## config.mk

```make
export PLATFORM = sky130hd
export DESIGN_NAME = spi_miso_tx
export DESIGN_NICKNAME = d
export VERILOG_FILES = /design/src/rtl/spi_miso_tx.sv
export SDC_FILE = /design/constraint.sdc
export NUM_CORES = 1
export LEC_CHECK = 0
export BUFFER_PORTS_ARGS = -buffer_cell sky130_fd_sc_hd__buf_2
export CORE_AREA = 2 2 77 42
export DETAILED_ROUTE_END_ITERATION = 10
export DIE_AREA = 0 0 79 44
export MAX_ROUTING_LAYER = met4
export PLACE_DENSITY = 0.81
export SYNTH_ARGS = -nofsm -noshare
export SYNTH_HDL_FRONTEND = slang
export SYNTH_SLANG_ARGS = --single-unit
```

## constraint.sdc

```tcl
create_clock -name clk -period 3.5 [get_ports clk]
set_clock_uncertainty 0.1 [all_clocks]
set_input_delay 0.7 -clock clk [delete_from_list [all_inputs] [get_ports clk]]
set_output_delay 0.7 -clock clk [all_outputs]
set_load 0.03 [all_outputs]
```

## src/rtl/spi_miso_tx.sv

```systemverilog
// SPI mode-0 slave readback transmitter: snapshots rdata when chip-select falls and
// shifts it out MSB-first on miso, with sclk/cs_n oversampled in the clk domain.
module spi_miso_tx #(
    parameter int DATA_WIDTH  = 16,
    parameter int SYNC_STAGES = 2
) (
    input  logic                  clk,
    input  logic                  rstn,
    input  logic                  sclk,
    input  logic                  cs_n,
    input  logic [DATA_WIDTH-1:0] rdata,
    output logic                  re,
    output logic                  miso,
    output logic                  miso_oe,
    output logic                  done,
    output logic                  abort,
    output logic [1:0]            debug_state
);

    localparam int CW = $clog2(DATA_WIDTH + 1);
    localparam logic [CW-1:0] LAST = CW'(DATA_WIDTH);

    typedef enum logic [1:0] {
        ST_IDLE  = 2'd0,
        ST_SHIFT = 2'd1,
        ST_DONE  = 2'd2
    } state_t;

    state_t                state_q, state_n;
    logic [CW-1:0]         bit_cnt_q, bit_cnt_n;
    logic [DATA_WIDTH-1:0] shreg_q, shreg_n;
    logic                  done_n, abort_n;

    logic [SYNC_STAGES-1:0] sclk_sync, cs_sync;
    logic                   sclk_hist, cs_hist;
    logic                   sclk_s, cs_s;
    logic                   sclk_rise, sclk_fall, cs_rise, cs_fall;

    // cs_n synchronizer resets to the deasserted level so reset release never looks like a frame start
    always_ff @(posedge clk or negedge rstn) begin
        if (!rstn) begin
            sclk_sync <= '0;
            cs_sync   <= '1;
            sclk_hist <= 1'b0;
            cs_hist   <= 1'b1;
        end else begin
            sclk_sync <= {sclk_sync[SYNC_STAGES-2:0], sclk};
            cs_sync   <= {cs_sync[SYNC_STAGES-2:0], cs_n};
            sclk_hist <= sclk_s;
            cs_hist   <= cs_s;
        end
    end

    assign sclk_s    = sclk_sync[SYNC_STAGES-1];
    assign cs_s      = cs_sync[SYNC_STAGES-1];
    assign sclk_rise = sclk_s & ~sclk_hist;
    assign sclk_fall = ~sclk_s & sclk_hist;
    assign cs_rise   = cs_s & ~cs_hist;
    assign cs_fall   = ~cs_s & cs_hist;

    always_comb begin
        state_n   = state_q;
        bit_cnt_n = bit_cnt_q;
        shreg_n   = shreg_q;
        re        = 1'b0;
        done_n    = 1'b0;
        abort_n   = 1'b0;
        case (state_q)
            ST_IDLE: begin
                if (cs_fall) begin
                    shreg_n   = rdata;
                    re        = 1'b1;
                    bit_cnt_n = '0;
                    state_n   = ST_SHIFT;
                end
            end
            ST_SHIFT: begin
                // bit_cnt never reaches LAST while in SHIFT, so any cs_n rise here is an abort
                if (cs_rise) begin
                    state_n = ST_IDLE;
                    abort_n = 1'b1;
                end else if (sclk_rise) begin
                    bit_cnt_n = bit_cnt_q + CW'(1);
                    if (bit_cnt_n == LAST) begin
                        state_n = ST_DONE;
                        done_n  = 1'b1;
                    end
                end else if (sclk_fall && bit_cnt_q != '0 && bit_cnt_q < LAST) begin
                    shreg_n = {shreg_q[DATA_WIDTH-2:0], 1'b0};
                end
            end
            ST_DONE: begin
                if (cs_rise) state_n = ST_IDLE;
            end
            default: state_n = ST_IDLE;
        endcase
    end

    always_ff @(posedge clk or negedge rstn) begin
        if (!rstn) begin
            state_q   <= ST_IDLE;
            bit_cnt_q <= '0;
            shreg_q   <= '0;
            miso      <= 1'b0;
            miso_oe   <= 1'b0;
            done      <= 1'b0;
            abort     <= 1'b0;
        end else begin
            state_q   <= state_n;
            bit_cnt_q <= bit_cnt_n;
            shreg_q   <= shreg_n;
            miso      <= (state_n == ST_SHIFT) ? shreg_n[DATA_WIDTH-1] : 1'b0;
            miso_oe   <= (state_n != ST_IDLE);
            done      <= done_n;
            abort     <= abort_n;
        end
    end

    assign debug_state = state_q;

endmodule

```

## Yosys cells after proc, flatten, opt, wreduce, memory -nomap -nowiden

Cells that the tools add are included.

| cells by class | value |
|---|---|
| divide/modulo/power cells | 0 |
| reductions and logical operators | 8 |
| shift-type cells | 0 |
| add/sub/neg operators | 1 |
| eq/ne operators | 9 |
| mux-type cells | 24 |
| magnitude comparators | 1 |
| bitwise logic cells | 8 |
| $mul | 0 |

Operators with widths:

| operator | count |
|---|---|
| 2-to-1 mux 16 bit | 4 |
| case mux 16 bit (2 select lines) | 1 |
| 2-to-1 mux 5 bit | 3 |
| 2-to-1 mux 2 bit | 5 |
| != test 2 bit, second input constant | 5 |
| case mux 5 bit (2 select lines) | 1 |
| 2-to-1 mux 1 bit | 9 |
| case mux 2 bit (3 select lines) | 1 |
| adder 5 x 1 -> 5 bit, second input constant | 1 |
| equality test 5 bit, second input constant | 1 |
| < comparator 5 bit, second input constant | 1 |
| AND reduction 5 bit | 1 |
| nonzero test 5 bit | 1 |
| bitwise AND 1 bit | 4 |
| equality test 2 x 1 -> 1 bit, second input constant | 2 |
| NOT 1 bit | 4 |
| AND reduction 4 bit | 1 |
| nonzero test 2 bit | 2 |
| equality test 2 bit, second input constant | 1 |
| logical AND 1 bit | 2 |
| logical NOT 2 bit | 1 |

| word-level totals | value |
|---|---|
| logic and storage cells | 63 |
| input bits | 20 |
| register bits | 33 |
| RAM bits | 0 |
| latch bits | 0 |
| bits in read-only memories | 0 |
| memories kept | 0 |

## Longest topological paths before layout

| depth | value |
|---|---|
| word-level depth | 9 |
| gate-level depth with buffers | 8 |
| depth with buffers taken out | 6 |

## Worst setup path after synthesis

Ideal clock, no wire load.

| path | value |
|---|---|
| kind | reg2out |
| start | register state_q[1], in the netlist debug_state[1] |
| end | output re |
| required time | 2.700 ns |
| arrival | 1.504 ns |
| path buffers | 3 |
| setup slack | 1.196 ns |
| cell stages (with the launch flop) | 6 |
| cell sequence | dfrtp_1 clkbuf_1 or3_1 buf_2 inv_2 buf_4 |

| on the way | value |
|---|---|
| word-level cells in the longest chain between the ends | 2 |

Ends and longest elaborated chain:

| item | RTL line | source |
|---|---|---|
| from (decl) | 29 | `state_t state_q, state_n;` |
| from (signal assigned) | 109 | `state_q <= state_n;` |
| logical NOT 2 bit | 68 | `case (state_q)` |
| 2-to-1 mux 1 bit | 68 |  |
| to (decl) | 12 | `output logic re,` |

No other way between the ends.

## Final worst setup path

| path | value |
|---|---|
| start | register cs_hist |
| end | output re |

| on the way | value |
|---|---|
| word-level cells in the longest chain between the ends | 3 |

Ends and longest elaborated chain:

| item | RTL line | source |
|---|---|---|
| from (decl) | 35 | `logic sclk_hist, cs_hist;` |
| from (signal assigned) | 50 | `cs_hist <= cs_s;` |
| bitwise AND 1 bit | 59 | `assign cs_fall = ~cs_s & cs_hist;` |
| 2-to-1 mux 1 bit | 70 | `if (cs_fall) begin` |
| 2-to-1 mux 1 bit | 68 |  |

No other way between the ends.

==> flow_summary.json <==
{
  "status": "complete, no violations",
  "cp_slowest_cell": "dfstp_2",
  "cts.sinks": 33,
  "synth_area_leaders": "dfrtp_1 (48%), nand2_1 (5.3%), o21ai_0 (5.2%)",
  "num_vias": 1177,
  "syn-num-nets": 172,
  "layout.cells.non_filler": 215,
  "firstDrtPassIters": 5,
  "root_buffer": "clkbuf_8",
  "crit_required_ns": 2.70,
  "rsz0062_at_grt": "no",
  "avgSynthCellArea_um2": 10.4,
  "area_delta_synth_final_pct": 14.7,
  "yosysUniqueCellTypes": 36,
  "timing.hold.ws_ns": 0.247,
  "synth_top_area_share_pct": 48.3,
  "cp-start-kind": "register",
  "core-area_um2": 2840,
  "yosysSeqAreaShare_pct": 53.4,
  "grt_use_total_pct": 21.9,
  "via_per_inst": 5.47,
  "crit_family": "simple AND/OR/NAND/NOR gates",
  "cap_violations": 0,
  "holdCritPathClass": "reg2reg",
  "finalSetupViolations": 0,
  "cp_max_fo": 18,
  "ys_seq_elements": 33,
  "sw_frac_of_total_pct": 31.6,
  "dp_hpwl_mm": 2.23,
  "ir_drop_mv": 0.308,
  "power.switching_mw": 0.334,
  "path_class": "reg2out",
  "power_density_nw_per_um2": 593,
  "dp_cells": 208,
  "die_w_um": 79,
  "drtIter0Drc": 88,
  "ios": 27,
  "p_int_mw": 0.723,
  "antenna_found_initial": 0,
  "netlist_area_um2": 1550,
  "seqCellArea_um2": 830,
  "seqPwrFrac_pct": 52.9,
  "synth_largest_area_cell": "dfrtp_1",
  "yosys_warnings": 0,
  "gp_congestion": 0.754,
  "slew_violations": 0,
  "netlist_instances": 150,
  "final_util_pct": 62.8,
  "max_slew_margin_pct": 44.1,
  "fill_cells": 252,
  "die-area_um2": 3480,
  "synth_ff_type": "dfrtp_1",
  "wl_per_cell_um": 14.7,
  "rows": 14,
  "cts_hold_buf": 0,
  "drive_gt1_share_pct": 28.0,
  "p_clk_share_pct": 27.5,
  "fp.dieH_um": 44,
  "path_buf_inv": 2,
  "synthTopCellsByCount": "dfrtp_1 (30), nand2_1 (22), o21ai_0 (16), a22oi_1 (9), nor2b_1 (6)",
  "p_comb_share_pct": 19.5,
  "synth_most_common_cell": "dfrtp_1",
  "antenna_left": 0,
  "synth-edff-count": 0,
  "grt_pass1_vias": 1082,
  "clock_latency_ns": 0.29,
  "initial_core_util_pct": 54.8,
  "overflow": 0,
  "grt_first_pass_wirelength_mm": 5.20,
  "grt_max_degree": 34,
  "period_share_pct": 85.3,
  "portBuffers": 26,
  "slowest_delay_ns": 0.59,
  "tightestPinTransition_ns": 0.833,
  "final-hold-violation-count": 0,
  "drt_wl_total_mm": 3.16,
  "critical_path.cell_chain": "nand2b_1, or3_1, inv_2, buf_2",
  "finalPower_mw": 1.06,
  "cts_tree": "yes",
  "post_cts_buffers": 0,
  "arrival_ns": 2.18,
  "ctsLongestPathBuffers": 2,
  "ctsResizeCount": 0,
  "cts.reportedPaths.clkPinSlew_ns": 0.07,
  "numCtsBuffers": 5,
  "power_leakage_nw": 0.777,
  "fmax_mhz": 335,
  "multi_input_area_um2": 664,
  "num_antenna_cells": 0,
  "drcViolationCount": 0,
  "cts_htree_levels": 2,
  "period_needed_ns": 2.98,
  "critPathCaptureType": "primary output",
  "synthArstFlopShare_pct": 100,
  "layout.nets": 197,
  "setup_tns_ns": 0
}
## placed cells by master (no fill, tap or decap)
master and n:
nor4_4 1, a21oi_1 3, nand2b_1 3, o21ai_2 5, nand2_1 22, a31oi_1 1, buf_2 26, buf_4 1
ha_1 2, dfstp_2 3, clkbuf_1 1, or3b_1 1, a22oi_2 5, o22a_1 2, nand4_1 1, inv_1 3
a221o_1 1, nor2_1 5, or2_2 1, nand3b_1 2, nor4b_1 1, nand3_1 4, nor2b_1 6, a22oi_1 9
o21a_1 1, o21ai_0 16, inv_2 1, nor3_1 3, and4b_1 1, o21bai_1 1, or3_1 1, nor3b_1 5
a221oi_1 1, dfrtp_1 30, clkbuf_8 6
## routing by layer
metal	track usage, %	vias up	part of all wire [%]
met5	-	-	0
met4	8.62	0	1.7
met3	10.0	7	6.7
met2	29.7	37	43
met1	28.6	552	49
li1	-	581	-
## power groups by stage
| stage | Clock, mW | Combinational (mW) | Sequential [mW] |
|---|---|---|---|
| finish | 0.291 | 0.206 | 0.560 |
| global route | 0.310 | 0.240 | 0.572 |
| CTS | 0.293 | 0.209 | 0.559 |
| detailed placement | 0 | 0.208 | 0.563 |
| global placement | 0 | 0.200 | 0.558 |
| floorplan | 0 | 0.152 | 0.550 |
## sequential cells by signal, indices dropped and copies added (netlist names)
signal	flops
cs_sync	2
abort	1
done	1
sclk_sync	2
miso	1
cs_hist	1
shreg_q	16
debug_state	2
sclk_hist	1
bit_cnt_q	5
miso_oe	1
## cell type report
class | instances | share of cell area [%]
inverters | 4 | 0.842
flip-flops and latches | 33 | 46.5
repair buffers | 27 | 7.72
clock buffers | 7 | 4.84
well taps | 40 | 2.81
multi-input cells | 104 | 37.3
## through the flow
step | area [µm²] | worst slack [ns]
2_1_floorplan | 1550 | 1.20
3_3_place_gp | 1700 | 0.899
3_5_place_dp | 1700 | 0.842
4_1_cts | 1780 | 0.527
5_1_grt | 1780 | 0.404
6_report | 1780 | 0.515
## logic make-up after synthesis
kind of cell               share of synthesized area (%)
adders and majority gates                           1.61
AOI/OAI and AO/OA                                   21.0
DFF                                                 53.4
buffers and inverters                               4.43
and+or+nand+nor                                     19.6
## path summary, 6_finish.rpt
| path | from | end | slack [ns] | cells after the start |
|---|---|---|---|---|
| worst max-delay path | cs_hist$_DFF_PN1_ | re | 0.52 | 4 |
| worst min-delay path | sclk_sync[0]$_DFF_PN0_ | sclk_sync[1]$_DFF_PN0_ | 0.25 | 0 |
| worst max register to register | bit_cnt_q[4]$_DFFE_PN0P_ | shreg_q[11]$_DFFE_PN0P_ | 1.23 | 5 |
| worst min register to register | sclk_sync[0]$_DFF_PN0_ | sclk_sync[1]$_DFF_PN0_ | 0.25 | 0 |
| max in group asynchronous | rstn | bit_cnt_q[1]$_DFFE_PN0P_ | 2.48 | 1 |
| min in group asynchronous | rstn | shreg_q[7]$_DFFE_PN0P_ | 0.36 | 1 |
(Power assumes the default switching activity.)
